[config.mk]
export PLATFORM = sky130hd
export DESIGN_NAME = cache_mem_arbiter
export DESIGN_NICKNAME = d
export VERILOG_FILES = /design/src/rtl/wisc_mem_pkg.sv /design/src/rtl/cache_fill_seq.sv /design/src/rtl/cache_mem_arbiter.sv
export SDC_FILE = /design/constraint.sdc
export NUM_CORES = 1
export LEC_CHECK = 0
export ABC_AREA = 1
export BUFFER_PORTS_ARGS = -buffer_cell sky130_fd_sc_hd__buf_2
export CAP_MARGIN = 20
export CORE_UTILIZATION = 35
export CTS_BUF_LIST = sky130_fd_sc_hd__clkbuf_16
export DETAILED_ROUTE_END_ITERATION = 6
export GPL_TIMING_DRIVEN = 0
export PLACE_DENSITY_LB_ADDON = 0.05
export SLEW_MARGIN = 15
export SYNTH_ARGS = -nofsm -noshare
export SYNTH_HDL_FRONTEND = slang
export SYNTH_SLANG_ARGS = --single-unit
[constraint.sdc]
create_clock -name clk -period 1.2 [get_ports clk]
set_clock_uncertainty 0.05 [all_clocks]
set_input_delay 0.06 -clock clk [delete_from_list [all_inputs] [get_ports clk]]
set_output_delay 0.06 -clock clk [all_outputs]
set_load 0.02 [all_outputs]
[src/rtl/wisc_mem_pkg.sv]
// Shared types and constants for the WISC cache/memory arbitration path.
package wisc_mem_pkg;

    localparam int unsigned ADDR_W              = 16;
    localparam int unsigned DATA_W              = 16;
    localparam int unsigned WORDS_PER_BLOCK_DEF = 8;
    localparam int unsigned MEM_LATENCY_DEF     = 4;

    typedef enum logic [1:0] {
        ST_IDLE = 2'd0,
        ST_FILL = 2'd1,
        ST_DONE = 2'd2
    } arb_state_e;

    typedef enum logic {
        OWN_I = 1'b0,
        OWN_D = 1'b1
    } owner_e;

    // One-hot requester vector used for grant and fill_done.
    function automatic logic [1:0] owner_onehot(input owner_e o);
        return (o == OWN_D) ? 2'b10 : 2'b01;
    endfunction

endpackage

[src/rtl/cache_fill_seq.sv]
// Block-fill sequencer: read issue counter, return counter, base address
// generation and last-word detection for one cache-block fill.
module cache_fill_seq
    import wisc_mem_pkg::*;
#(
    parameter int unsigned WORDS_PER_BLOCK = WORDS_PER_BLOCK_DEF
) (
    input  logic                               clk,
    input  logic                               rst,
    input  logic                               start_i,
    input  logic [ADDR_W-1:0]                  addr_i,
    input  logic                               active_i,
    input  logic                               valid_i,
    output logic                               issue_o,
    output logic [ADDR_W-1:0]                  rd_addr_o,
    output logic [$clog2(WORDS_PER_BLOCK)-1:0] recv_idx_o,
    output logic                               last_o
);

    localparam int unsigned IDX_W = $clog2(WORDS_PER_BLOCK);
    localparam int unsigned CNT_W = IDX_W + 1;
    localparam logic [ADDR_W-1:0] BLK_MASK = ADDR_W'(2 * WORDS_PER_BLOCK - 1);

    logic [CNT_W-1:0]  issue_cnt_q, issue_cnt_d;
    logic [IDX_W-1:0]  recv_cnt_q,  recv_cnt_d;
    logic [ADDR_W-1:0] base_q,      base_d;

    // Issue/return status and next counter/base values.
    always_comb begin
        issue_o    = active_i && (issue_cnt_q < CNT_W'(WORDS_PER_BLOCK));
        rd_addr_o  = base_q + ADDR_W'({issue_cnt_q, 1'b0});
        recv_idx_o = recv_cnt_q;
        last_o     = active_i && valid_i && (recv_cnt_q == '1);

        issue_cnt_d = issue_cnt_q;
        recv_cnt_d  = recv_cnt_q;
        base_d      = base_q;
        if (start_i) begin
            base_d      = addr_i & ~BLK_MASK;
            issue_cnt_d = '0;
            recv_cnt_d  = '0;
        end else if (active_i) begin
            if (issue_o) issue_cnt_d = issue_cnt_q + 1'b1;
            if (valid_i) recv_cnt_d  = recv_cnt_q + 1'b1;
        end
    end

    // Counter and base registers.
    always_ff @(posedge clk) begin
        if (rst) begin
            issue_cnt_q <= '0;
            recv_cnt_q  <= '0;
            base_q      <= '0;
        end else begin
            issue_cnt_q <= issue_cnt_d;
            recv_cnt_q  <= recv_cnt_d;
            base_q      <= base_d;
        end
    end

endmodule

[src/rtl/cache_mem_arbiter.sv]
// Arbitrates the single memory port between I-cache and D-cache block fills
// (D wins ties) and passes D-side store-through writes while idle.
module cache_mem_arbiter
    import wisc_mem_pkg::*;
#(
    parameter int unsigned WORDS_PER_BLOCK = WORDS_PER_BLOCK_DEF,
    parameter int unsigned MEM_LATENCY     = MEM_LATENCY_DEF
) (
    input  logic                               clk,
    input  logic                               rst,
    input  logic                               i_miss_req,
    input  logic [ADDR_W-1:0]                  i_miss_addr,
    input  logic                               d_miss_req,
    input  logic [ADDR_W-1:0]                  d_miss_addr,
    input  logic                               wr_req,
    input  logic [ADDR_W-1:0]                  wr_addr,
    input  logic [DATA_W-1:0]                  wr_data,
    output logic                               wr_ack,
    output logic [1:0]                         grant,
    output logic                               fill_we,
    output logic [$clog2(WORDS_PER_BLOCK)-1:0] fill_word_idx,
    output logic [DATA_W-1:0]                  fill_data,
    output logic                               fill_tag_we,
    output logic [1:0]                         fill_done,
    output logic                               busy,
    output logic                               mem_en,
    output logic                               mem_wr,
    output logic [ADDR_W-1:0]                  mem_addr,
    output logic [DATA_W-1:0]                  mem_data_in,
    input  logic [DATA_W-1:0]                  mem_data_out,
    input  logic                               mem_data_valid
);

    // Fill timing follows the memory's own latency; it only has to be legal.
    if (MEM_LATENCY < 1 || WORDS_PER_BLOCK < 2 ||
        (WORDS_PER_BLOCK & (WORDS_PER_BLOCK - 1)) != 0) begin : g_param_check
        $error("cache_mem_arbiter: illegal WORDS_PER_BLOCK or MEM_LATENCY");
    end

    arb_state_e state_q, state_d;
    owner_e     owner_q, owner_d;

    logic                               seq_start;
    logic                               seq_issue;
    logic                               seq_last;
    logic [ADDR_W-1:0]                  seq_rd_addr;
    logic [$clog2(WORDS_PER_BLOCK)-1:0] seq_idx;
    logic [ADDR_W-1:0]                  req_addr;
    logic                               in_fill;

    assign in_fill  = (state_q == ST_FILL);
    assign req_addr = d_miss_req ? d_miss_addr : i_miss_addr;

    cache_fill_seq #(
        .WORDS_PER_BLOCK(WORDS_PER_BLOCK)
    ) u_fill_seq (
        .clk        (clk),
        .rst        (rst),
        .start_i    (seq_start),
        .addr_i     (req_addr),
        .active_i   (in_fill),
        .valid_i    (mem_data_valid),
        .issue_o    (seq_issue),
        .rd_addr_o  (seq_rd_addr),
        .recv_idx_o (seq_idx),
        .last_o     (seq_last)
    );

    // Next-state, priority select, write pass-through and fill outputs.
    always_comb begin
        state_d       = state_q;
        owner_d       = owner_q;
        seq_start     = 1'b0;
        wr_ack        = 1'b0;
        grant         = 2'b00;
        fill_we       = 1'b0;
        fill_word_idx = '0;
        fill_data     = '0;
        fill_tag_we   = 1'b0;
        fill_done     = 2'b00;
        busy          = (state_q != ST_IDLE);
        mem_en        = 1'b0;
        mem_wr        = 1'b0;
        mem_addr      = '0;
        mem_data_in   = '0;

        if (state_q != ST_IDLE) grant = owner_onehot(owner_q);

        case (state_q)
            ST_IDLE: begin
                if (wr_req) begin
                    mem_en      = 1'b1;
                    mem_wr      = 1'b1;
                    mem_addr    = wr_addr;
                    mem_data_in = wr_data;
                    wr_ack      = 1'b1;
                end
                if (i_miss_req || d_miss_req) begin
                    seq_start = 1'b1;
                    owner_d   = d_miss_req ? OWN_D : OWN_I;
                    state_d   = ST_FILL;
                end
            end
            ST_FILL: begin
                if (seq_issue) begin
                    mem_en   = 1'b1;
                    mem_addr = seq_rd_addr;
                end
                if (mem_data_valid) begin
                    fill_we       = 1'b1;
                    fill_word_idx = seq_idx;
                    fill_data     = mem_data_out;
                end
                if (seq_last) state_d = ST_DONE;
            end
            ST_DONE: begin
                fill_done   = owner_onehot(owner_q);
                fill_tag_we = 1'b1;
                state_d     = ST_IDLE;
            end
            default: state_d = ST_IDLE;
        endcase
    end

    // State and owner registers.
    always_ff @(posedge clk) begin
        if (rst) begin
            state_q <= ST_IDLE;
            owner_q <= OWN_I;
        end else begin
            state_q <= state_d;
            owner_q <= owner_d;
        end
    end

endmodule

==> results.toml <==
[floorplan]
die_x_um = 73.3
dieArea_um2 = 5370
ios = 147
start_util_pct = 36.9
num_rows = 25
fp.dieH_um = 73.3
fp.coreArea_um2 = 4820

[global_route]
grt_overflow = 0
grt_pass1_vias = 2328
grt_max_degree = 13
antenna_found_initial = 0
grt_pass1_wl_um = 11000
grt_use_total_pct = 27.0

[synth]
synth_seq_cells = 22
ys_seq_area_share_pct = 24.8
synth.avg_cell_area_um2 = 6.15
synth_top_cell_area_share_pct = 24.8
syn_nets = 380
ys_types = 28
syn-cell-area_um2 = 1780
synth_top_cell_by_area = "dfxtp_1"
synth_cells = 289
yosysWarnings = 0
synth.area.top_cells = "dfxtp_1 (25%), nand2_1 (19%), nor2_1 (12%)"

[pwr]
p_sw_w = 0.00139
p_comb_share_pct = 56.0
pwr-share-clk_pct = 20.0
finalPower_w = 0.00363
power_density_nw_per_um2 = 893
p_leak_nw = 1.86
p_int_w = 0.00225
swShare_pct = 38.2
pwr-share-seq_pct = 24.0
ir_drop_mv = 0.610

[drt]
wl_met3_um = 644
wl_met2_um = 4140
highest_layer = "met4"
drt_first_pass_iters = 4
antenna_left = 0
avgRoutedWirePerCell_um = 15.0
via_per_inst = 4.94
drt_iter0_drc = 126
wl_met1_um = 2990
num_vias = 2651
routed_wl_um = 8060
drc = 0

[cells_and_area]
instances_no_fill = 537
layout-drive-gt1-share_pct = 65.7
area_growth_pct = 129
final_core_util_pct = 84.4
fillCellCount = 266
num_antenna_cells = 0
fin_nets = 562

[placed_design]
dp.cells = 491
place_ws_ps = -263
io_buffer_count = 135
hpwl_um = 4350
place_congestion = 0.828

[critical_path]
critPathLaunchType = "flip-flop"
crit_arrival_ps = 1500
ff2ff_setup_slack_ps = -260
crit_type = "flip-flop to output pin"
endpoint_kind = "output pin"
worstPathMaxFanout = 5
reg2reg_to = "u_fill_seq.base_q[6]"
ff2ff_path_depth = 8
worstReg2RegStart = "state_q[0]"
worstPathRequired_ps = 1090

[hold_path]
min_to = "u_fill_seq.base_q[12]"
worstHoldStart = "i_miss_addr[12]"
hold_depth = 3
hold_path.class = "primary input to flip-flop"

[clock_network]
cts_buffer_depth = 2
cts.clk_slew.worst_paths_ps = 60
cts_sinks = 22
h-tree-depth = 1
cts_tree = "yes"
numCtsBuffers = 3
clockRootBuffer = "clkbuf_16"
insertion_delay_ps = 260

[sta]
setup_viol = 81
holdWs_ps = 27.7
max_freq_ghz = 0.623
slew_headroom_pct = 67.4
drv_slew = 0
tightest_slew_ps = 490
period_minus_slack_ps = 1610
finalHoldViolations = 0
fin_crit_sh_pct = 134
worst_slack_ps = -405
rsz0062_at_grt = "yes"

[job]
maxCapViolCount = 0

[outcome]
violations = "negative setup slack"
status = "finished with violations"
sequential cells by signal, summed over array words and instances (netlist names):
signal                  flops
state_q                     2
u_fill_seq.base_q          12
owner_q                     1
u_fill_seq.issue_cnt_q      4
u_fill_seq.recv_idx_o       3
layout make-up:
class / instances / area [µm²] / share of cell area, %
multi-input combinational: 231 / 1680 / 41.3
timing repair buffer: 178 / 1530 / 37.5
sequential: 22 / 462 / 11.4
buffer: 13 / 130 / 3.20
inverter: 22 / 105 / 2.58
tap: 67 / 83.8 / 2.06
clock buffer: 3 / 75.1 / 1.85
clock inverter: 1 / 3.75 / 0.0923
Yosys cell counts:
cell       n
ha_1       5
nor2_1    55
buf_2      6
nand4_1    3
or2_4      1
nor2_4     2
nor2_2     1
a22o_1     2
nand2_2    1
o21ai_2    3
o21ai_4    1
a21oi_1    8
buf_6      1
inv_1     20
nor3b_1    1
buf_4      2
dfxtp_1   22
o22ai_2    6
o21bai_1   1
nand3b_1   1
mux2i_1   12
clkinv_1   2
nand2_1   89
nand3_1   19
or2_2      1
o21ai_0   15
nor3_1     4
clkbuf_1   5
layer usage:
| metal | global-route usage [%] | vias up |
|---|---|---|
| met1 | 30.6 | 1190 |
| li1 | - | 1300 |
| met5 | 0 | - |
| met2 | 49.2 | 136 |
| met3 | 5.62 | 25 |
| met4 | 10.7 | 0 |
power groups by stage:
stage / combinational, W / sequential [W] / clock [W]
after floorplan: 0.000750 / 0.000852 / 0
after global placement: 0.00110 / 0.000868 / 0
after detailed placement: 0.00110 / 0.000869 / 0
after CTS: 0.00178 / 0.000855 / 0.000733
after global routing: 0.00215 / 0.000879 / 0.000752
final: 0.00203 / 0.000871 / 0.000727
cells in the final DEF (no fill, tap or decap), drive strengths merged:
cell and instances:
nor3 4, nand3b 1, buf 185, nand4 3, mux2i 12, nor3b 1, nor2 58, clkinv 3
or2 2, nand2 90, dlygate4sd3 1, o21bai 1, ha 5, a21oi 8, nand3 19, a22o 2
clkbuf 8, dfxtp 22, o22ai 6, inv 20, o21ai 19
critical path, stage by stage, from the launching register on:
cell and delay [ps]:
dfxtp_4 370, ha_1 160, nand2_2 100, nor2_4 150
nand2_2 90, o21ai_2 140, o21ai_2 60, buf_2 160
logic make-up (layout without fill, tap and decap cells):
logic type               count (synthesis)  count (layout)  share of synthesized area, %
AND/OR/NAND/NOR                        178             178                          41.6
AO/OA/AOI/OAI                           36              36                          14.5
buffers and inverters                   36             217                          8.87
flip-flops                              22              22                          24.8
multiplexers                            12              12                          6.76
adder cells (fa/ha/maj)                  5               5                          3.52
worst max-delay path by stage:
stage | start | endpoint | slack, ps | cells past startpoint
3_5_place_dp | state_q[0] | u_fill_seq.base_q[14] | -260 | 5
3_3_place_gp | state_q[0] | mem_data_in[10] | -270 | 5
5_1_grt | state_q[0] | mem_addr[10] | -490 | 7
2_1_floorplan | state_q[1] | mem_data_in[10] | -30 | 4
4_1_cts | u_fill_seq.base_q[4] | mem_addr[10] | -360 | 7
6_report | u_fill_seq.issue_cnt_q[3] | mem_addr[10] | -410 | 7
timing repair:
action                                  4_1_cts  5_1_grt
hold endpoints to repair                      1        0
endpoints found under the setup margin       73       83
pin swaps                                    16       24
resized for setup                           193       84
setup buffers                                25       15
hold buffers                                  1        0
cloned                                        6        0
metrics by stage:
stage | TNS (ps) | cell area [µm²]
after floorplan | -298 | 1920
after global placement | -8440 | 2680
after detailed placement | -8510 | 2680
after CTS | -14900 | 3720
after global routing | -20860 | 4070
final | -17840 | 4070
Note: power is estimated with default switching activity, not from simulation.
